$ cat src/rtl/pe_array_ctrl_if.sv
// Bundle of job control, input stream, weight read, array and result signals
// for the PE array sequencer.
interface pe_array_ctrl_if #(
  parameter int unsigned ELEMENT_BITS = 8,
  parameter int unsigned ROW_BITS     = 8
);
  logic                    start;
  logic [ROW_BITS-1:0]     cfg_rows;
  logic                    busy;
  logic                    done;
  logic                    in_valid;
  logic [ELEMENT_BITS-1:0] in_data;
  logic                    in_ready;
  logic                    wgt_rd_en;
  logic [ROW_BITS-1:0]     wgt_rd_addr;
  logic                    pe_step;
  logic [ELEMENT_BITS-1:0] arr_in_data;
  logic [ELEMENT_BITS-1:0] arr_out_data;
  logic                    out_valid;
  logic [ELEMENT_BITS-1:0] out_data;
  logic [ROW_BITS-1:0]     out_row_idx;

  modport master (
    output start, cfg_rows, in_valid, in_data, arr_out_data,
    input  busy, done, in_ready, wgt_rd_en, wgt_rd_addr, pe_step,
           arr_in_data, out_valid, out_data, out_row_idx
  );

  modport slave (
    input  start, cfg_rows, in_valid, in_data, arr_out_data,
    output busy, done, in_ready, wgt_rd_en, wgt_rd_addr, pe_step,
           arr_in_data, out_valid, out_data, out_row_idx
  );
endinterface

$ cat src/rtl/pe_array_ctrl.sv
// Sequencer for a linear PE array: divides sys_clk into array steps, feeds the
// array tail, reads weights per step and registers results leaving the head.
module pe_array_ctrl #(
  parameter int unsigned ELEMENT_BITS = 8,
  parameter int unsigned P            = 4,
  parameter int unsigned PE_DIV       = 4,
  parameter int unsigned ROW_BITS     = 8
) (
  input  logic               sys_clk,
  input  logic               reset_n,
  pe_array_ctrl_if.slave     bus
);
  localparam int unsigned DIV_W = $clog2(PE_DIV);
  localparam int unsigned S_W   = ROW_BITS + $clog2(P) + 1;

  typedef enum logic [1:0] {IDLE, STREAM, DRAIN, DONE} state_e;

  state_e                  state_q, state_d;
  logic [DIV_W-1:0]        div_q, div_d;
  logic [S_W-1:0]          s_q, s_d;
  logic [ROW_BITS-1:0]     rows_q, rows_d;
  logic                    out_valid_q, out_valid_d;
  logic [ELEMENT_BITS-1:0] out_data_q, out_data_d;
  logic [ROW_BITS-1:0]     out_idx_q, out_idx_d;

  logic                    step;
  logic                    in_ready;
  logic                    wgt_en;
  logic [ROW_BITS-1:0]     wgt_addr;
  logic [ELEMENT_BITS-1:0] arr_in;
  logic                    div_last;
  logic [S_W-1:0]          rows_ext;

  always_comb begin
    state_d     = state_q;
    div_d       = div_q;
    s_d         = s_q;
    rows_d      = rows_q;
    out_valid_d = 1'b0;
    out_data_d  = out_data_q;
    out_idx_d   = out_idx_q;
    step        = 1'b0;
    in_ready    = 1'b0;
    wgt_en      = 1'b0;
    wgt_addr    = '0;
    arr_in      = '0;
    div_last    = (div_q == DIV_W'(PE_DIV - 1));
    rows_ext    = S_W'(rows_q);

    unique case (state_q)
      IDLE: begin
        if (bus.start) begin
          rows_d = bus.cfg_rows;
          if (bus.cfg_rows == '0) begin
            state_d = DONE;
          end else begin
            state_d = STREAM;
            div_d   = '0;
            s_d     = '0;
          end
        end
      end
      STREAM, DRAIN: begin
        step = div_last && ((state_q == DRAIN) || bus.in_valid);
        // Divider parks on its last value while the input stream stalls.
        if (!div_last) begin
          div_d = div_q + DIV_W'(1);
        end else if (step) begin
          div_d = '0;
        end
        if (step) begin
          wgt_en   = 1'b1;
          wgt_addr = s_q[ROW_BITS-1:0];
          s_d      = s_q + S_W'(1);
          if (state_q == STREAM) begin
            in_ready = 1'b1;
            arr_in   = bus.in_data;
          end
          if (s_q >= S_W'(P)) begin
            out_valid_d = 1'b1;
            out_data_d  = bus.arr_out_data;
            out_idx_d   = ROW_BITS'(s_q - S_W'(P));
          end
          if ((state_q == STREAM) && (s_q == rows_ext - S_W'(1))) begin
            state_d = DRAIN;
          end
          if ((state_q == DRAIN) && (s_q == rows_ext + S_W'(P) - S_W'(1))) begin
            state_d = DONE;
          end
        end
      end
      DONE: begin
        state_d = IDLE;
      end
      default: begin
        state_d = IDLE;
      end
    endcase
  end

  always_ff @(posedge sys_clk) begin
    if (!reset_n) begin
      state_q     <= IDLE;
      div_q       <= '0;
      s_q         <= '0;
      rows_q      <= '0;
      out_valid_q <= 1'b0;
      out_data_q  <= '0;
      out_idx_q   <= '0;
    end else begin
      state_q     <= state_d;
      div_q       <= div_d;
      s_q         <= s_d;
      rows_q      <= rows_d;
      out_valid_q <= out_valid_d;
      out_data_q  <= out_data_d;
      out_idx_q   <= out_idx_d;
    end
  end

  assign bus.busy        = (state_q != IDLE);
  assign bus.done        = (state_q == DONE);
  assign bus.in_ready    = in_ready;
  assign bus.wgt_rd_en   = wgt_en;
  assign bus.wgt_rd_addr = wgt_addr;
  assign bus.pe_step     = step;
  assign bus.arr_in_data = arr_in;
  assign bus.out_valid   = out_valid_q;
  assign bus.out_data    = out_data_q;
  assign bus.out_row_idx = out_idx_q;
endmodule

$ cat src/flat_wrapper.sv
// flat-port wrapper written by rule: the top's interface ports become plain ports
module pe_array_ctrl_flat 
#(
  parameter int unsigned ELEMENT_BITS = 8,
  parameter int unsigned P            = 4,
  parameter int unsigned PE_DIV       = 4,
  parameter int unsigned ROW_BITS     = 8
)
  (sys_clk, reset_n, bus_start, bus_cfg_rows, bus_in_valid, bus_in_data, bus_arr_out_data, bus_busy, bus_done, bus_in_ready, bus_wgt_rd_en, bus_wgt_rd_addr, bus_pe_step, bus_arr_in_data, bus_out_valid, bus_out_data, bus_out_row_idx);
  pe_array_ctrl_if #(.ELEMENT_BITS(ELEMENT_BITS), .ROW_BITS(ROW_BITS)) bus_i ();
  input  logic sys_clk;
  input  logic reset_n;
  input wire logic [$bits(bus_i.start)-1:0] bus_start;
  input wire logic [$bits(bus_i.cfg_rows)-1:0] bus_cfg_rows;
  input wire logic [$bits(bus_i.in_valid)-1:0] bus_in_valid;
  input wire logic [$bits(bus_i.in_data)-1:0] bus_in_data;
  input wire logic [$bits(bus_i.arr_out_data)-1:0] bus_arr_out_data;
  output wire logic [$bits(bus_i.busy)-1:0] bus_busy;
  output wire logic [$bits(bus_i.done)-1:0] bus_done;
  output wire logic [$bits(bus_i.in_ready)-1:0] bus_in_ready;
  output wire logic [$bits(bus_i.wgt_rd_en)-1:0] bus_wgt_rd_en;
  output wire logic [$bits(bus_i.wgt_rd_addr)-1:0] bus_wgt_rd_addr;
  output wire logic [$bits(bus_i.pe_step)-1:0] bus_pe_step;
  output wire logic [$bits(bus_i.arr_in_data)-1:0] bus_arr_in_data;
  output wire logic [$bits(bus_i.out_valid)-1:0] bus_out_valid;
  output wire logic [$bits(bus_i.out_data)-1:0] bus_out_data;
  output wire logic [$bits(bus_i.out_row_idx)-1:0] bus_out_row_idx;
  assign bus_i.start = bus_start;
  assign bus_i.cfg_rows = bus_cfg_rows;
  assign bus_i.in_valid = bus_in_valid;
  assign bus_i.in_data = bus_in_data;
  assign bus_i.arr_out_data = bus_arr_out_data;
  assign bus_busy = bus_i.busy;
  assign bus_done = bus_i.done;
  assign bus_in_ready = bus_i.in_ready;
  assign bus_wgt_rd_en = bus_i.wgt_rd_en;
  assign bus_wgt_rd_addr = bus_i.wgt_rd_addr;
  assign bus_pe_step = bus_i.pe_step;
  assign bus_arr_in_data = bus_i.arr_in_data;
  assign bus_out_valid = bus_i.out_valid;
  assign bus_out_data = bus_i.out_data;
  assign bus_out_row_idx = bus_i.out_row_idx;
  pe_array_ctrl #(.ELEMENT_BITS(ELEMENT_BITS), .P(P), .PE_DIV(PE_DIV), .ROW_BITS(ROW_BITS)) u_core (.sys_clk(sys_clk), .reset_n(reset_n), .bus(bus_i));
endmodule
$ cat config.mk
export PLATFORM = sky130hd
export DESIGN_NAME = pe_array_ctrl_flat
export DESIGN_NICKNAME = d
export VERILOG_FILES = /design/src/rtl/pe_array_ctrl_if.sv /design/src/rtl/pe_array_ctrl.sv /design/src/flat_wrapper.sv
export SDC_FILE = /design/constraint.sdc
export NUM_CORES = 1
export LEC_CHECK = 0
export CORE_ASPECT_RATIO = 0.7
export CORE_MARGIN = 3
export CORE_UTILIZATION = 48
export CTS_CLUSTER_SIZE = 24
export DETAILED_ROUTE_END_ITERATION = 10
export PLACE_DENSITY = 0.82
export SLEW_MARGIN = 10
export SYNTH_ARGS = -nofsm -noshare
export SYNTH_HDL_FRONTEND = slang
export SYNTH_SLANG_ARGS = --single-unit
$ cat constraint.sdc
create_clock -name sys_clk -period 3.23 [get_ports sys_clk]
set_input_delay 0.4845 -clock sys_clk [delete_from_list [all_inputs] [get_ports sys_clk]]
set_output_delay 0.4845 -clock sys_clk [all_outputs]
set_load 0.05 [all_outputs]
==> key figures <==
Critical path
  • Data arrival, critical path: 2510 ps
  • CP endpoint: bus_wgt_rd_addr[2]
  • Setup crit end kind: output pin
  • Reg2reg end: u_core.state_q[0]
  • Critical path class: register to output pin
  • R2R setup slack: about 320 ps
  • CP startpoint kind: register
  • Reg2reg start: u_core.rows_q[3]
  • Critical Path Start: u_core.state_q[0]
  • Required @ worst endpoint: 2750 ps
  • Worst-case reg-to-reg path depth: 10
  • Worst-path fanout max: 7

Power
  • Clock share of power: 26.3%
  • Combinational group share of total power: approximately 38%
  • Internal cell power: about 990 uW
  • Cell area power density: 421 nW/um^2
  • Switching power: approximately 570 uW
  • Sequential cell fraction of total power: a little over a third
  • Switching Share: 36.5%
  • Leakage power: ~1.5 nW
  • Worst VDD drop: about 0.36 mV
  • Final Power: between 1.5 and 2 mW

CTS
  • Htree depth: 2
  • Root buf cell: clkbuf_8
  • Setup bufs post-CTS: 0
  • Hold buffers post-CTS: 0
  • Clk slew on worst S/H paths: roughly 80 ps
  • # clock sinks: 40
  • Clk buf depth: 2
  • CTS Buf Count: 5
  • CTS tree: done
  • CTS-repair resized insts: 0
  • Clk_lat worst skew: ~300 ps

Detailed routing
  • Total wire length: 6.93 mm
  • Via/cell ratio: 5.60
  • 1st-iter DRT viols: about 210
  • Antenna viol nets, final: 0
  • Routed len/inst: about 15 um
  • DRT Pass-1 Iters: 5
  • DRC viols: 0
  • Vias: approximately 2.7k

Synthesis
  • Top cell type's share of synthesized area: 29.0%
  • Synthesized Nets: about 390
  • Post-synth cell types: 49
  • Syn Area/Cell: ~8.0 um^2
  • Synth area leaders: dfxtp_1 29%, ha_1 6.8%, xnor2_1 5.7%
  • Main flop type after synthesis: dfxtp_1
  • Synth area leader: dfxtp_1
  • Mapped Area: 2760 um^2
  • Most frequent cell after synthesis: dfxtp_1
  • Synth Instances: 343
  • Post-synth ARST share: 0%
  • Post-synthesis sequential area ratio: approximately 29%
  • Yosys Warn Count: 0
  • Synth Register Bits: 40
  • Number of synthesized flops with an enable pin: 0
  • Top cell types by occurrence after synthesis: 40 x dfxtp_1, 30 x nand2_1, 23 x nor2_1, 19 x nor3_1, 18 x xnor2_1

Global route
  • Global Route met1 Usage: a little under 30%
  • Global Route met2 Usage: between 30% and 40%
  • GRT overflow: 0
  • First-pass GRT wire length: 11.3 mm
  • GRT Max-Usage Layer: met2
  • Initial antenna violation count: 0
  • Met3 Usage GRT: under 10%
  • GRT Util Overall: a little over a fifth
  • Vias in the first global route: roughly 2.5k
  • Largest net degree at the start of global routing: 22

Cells and area
  • Final Non-Filler Cells: between 400 and 500
  • Area grow syn2layout: 34.9%
  • # fillers: between 400 and 500
  • Share of layout cells above drive strength 1: under 10%
  • ANT cells: 0
  • Net count, final: between 400 and 500

Placed design
  • GP Congestion: ~0.91
  • Dpl cells: ~470
  • IO buf count: 65
  • Pre-CTS setup slack: between 300 and 400 ps
  • DP HPWL: between 5 and 6 mm

Timing
  • Relative max-transition margin: 63.9%
  • Final Setup Violations: 0
  • Tmin final: about 3000 ps
  • Fin. max-slew vios: 0
  • Least-Margin Pin Slew: 540 ps
  • Fin worst setup slack: 239 ps
  • Setup_tns: 0 ps
  • Fin. Hold Viols: 0
  • RSZ-0062 raised after global routing: false
  • Fin Clk Skew: 11.5 ps
  • Final period util: ~93%
  • Max Clk Rate: 0.334 GHz

Floorplan
  • Core box area: roughly 5400 um^2
  • Initial Util: between 50% and 60%
  • Die X-Extent: just under 100 um
  • Die Span Y: between 60 and 70 um
  • Die area: approximately 6700 um^2
  • Rows: 22
  • I/O Pins: 66

Outcome
  • Status: complete, no violations

Worst hold path
  • Worst hold path class: register to register
  • Hold Crit Start: u_core.bus.out_row_idx[4]
  • Hold path depth: 1

Job
  • Max-Cap Viols: 0
## cell usage in the layout (no fill, tap or decap), types with 5 or more instances in the layout
| cell | count |
|---|---|
| clkdlybuf4s50_1 | 50 |
| dfxtp_1 | 40 |
| nand2_1 | 30 |
| nor2_1 | 23 |
| nor3_1 | 19 |
| xnor2_1 | 18 |
| nand3_1 | 16 |
| and3_1 | 15 |
| ha_1 | 15 |
| buf_12 | 15 |
| inv_1 | 14 |
| mux2i_1 | 14 |
| xor2_1 | 12 |
| nor2b_1 | 11 |
| o21ai_0 | 11 |
| and2_1 | 8 |
| a21boi_0 | 8 |
| buf_4 | 8 |
| a21oi_1 | 7 |
| nand4_1 | 6 |
| o211a_1 | 6 |
| nor3b_1 | 5 |
| clkbuf_8 | 5 |
## worst max-delay path: stages (launching register included)
cell and delay (ps):
dfxtp_1 400, inv_1 100, ha_1 410, nand2_1 190, nor3_1 260, clkdlybuf4s50_1 860
## worst min path at each step
stage	to
floorplan	u_core.rows_q[1]
CTS	u_core.bus.out_row_idx[4]
detailed placement	u_core.bus.out_row_idx[4]
global route	u_core.bus.out_row_idx[4]
global placement	u_core.bus.out_row_idx[6]
finish	u_core.bus.out_row_idx[4]
## through the flow
stage | hold slack (ps) | instance area, um^2 | utilization (%)
floorplan | 479 | 2760 | -
global placement | 486 | 3610 | 66.9
detailed placement | 490 | 3610 | 66.9
CTS | 507 | 3720 | 69.0
global route | 529 | 3720 | 69.0
finish | 503 | 3720 | 69.0
## power groups by stage
stage | Clock, mW | Sequential [mW] | Combinational (mW)
after CTS | 0.419 | 0.563 | 0.584
final | 0.411 | 0.563 | 0.590
after global routing | 0.437 | 0.570 | 0.650
after floorplan | 0 | 0.551 | 0.438
after detailed placement | 0 | 0.574 | 0.580
after global placement | 0 | 0.573 | 0.566
## state kept, by name, summed over array words and instances, names as in the netlist
signal / count
u_core.bus.out_row_idx: 8
u_core.rows_q: 8
u_core.bus.out_data: 8
u_core.state_q: 2
u_core.div_q: 2
u_core.s_q: 11
u_core.bus.out_valid: 1
## area by class of cell
| type | instances | area [um^2] | share of cell area (%) |
|---|---|---|---|
| multi-input cells | 266 | 1810 | 48.5 |
| repair buffers | 73 | 861 | 23.1 |
| flip-flops and latches | 40 | 801 | 21.5 |
| well taps | 72 | 90.1 | 2.42 |
| clock buffers | 5 | 68.8 | 1.85 |
| inverters | 14 | 52.6 | 1.41 |
| clock inverters | 3 | 42.5 | 1.14 |
## routing by layer
| layer | share of wire [%] | up-vias |
|---|---|---|
| met5 | 0 | - |
| met3 | 9.4 | 2 |
| met4 | 0.36 | 0 |
| li1 | - | 1316 |
| met1 | 46 | 1230 |
| met2 | 44 | 103 |
## logic make-up (layout without fill, tap and decap cells)
logic type	Yosys count	count (layout)	share of synthesized area (%)
adder cells (fa/ha/maj)	15	15	6.81
AO/OA/AOI/OAI	57	57	15.3
multiplexers	15	15	5.49
XOR/XNOR	30	30	9.53
AND/OR/NAND/NOR	149	149	28.4
flip-flops	40	40	29.0
buffers and inverters	37	95	5.49
(Power assumes the default switching activity.)
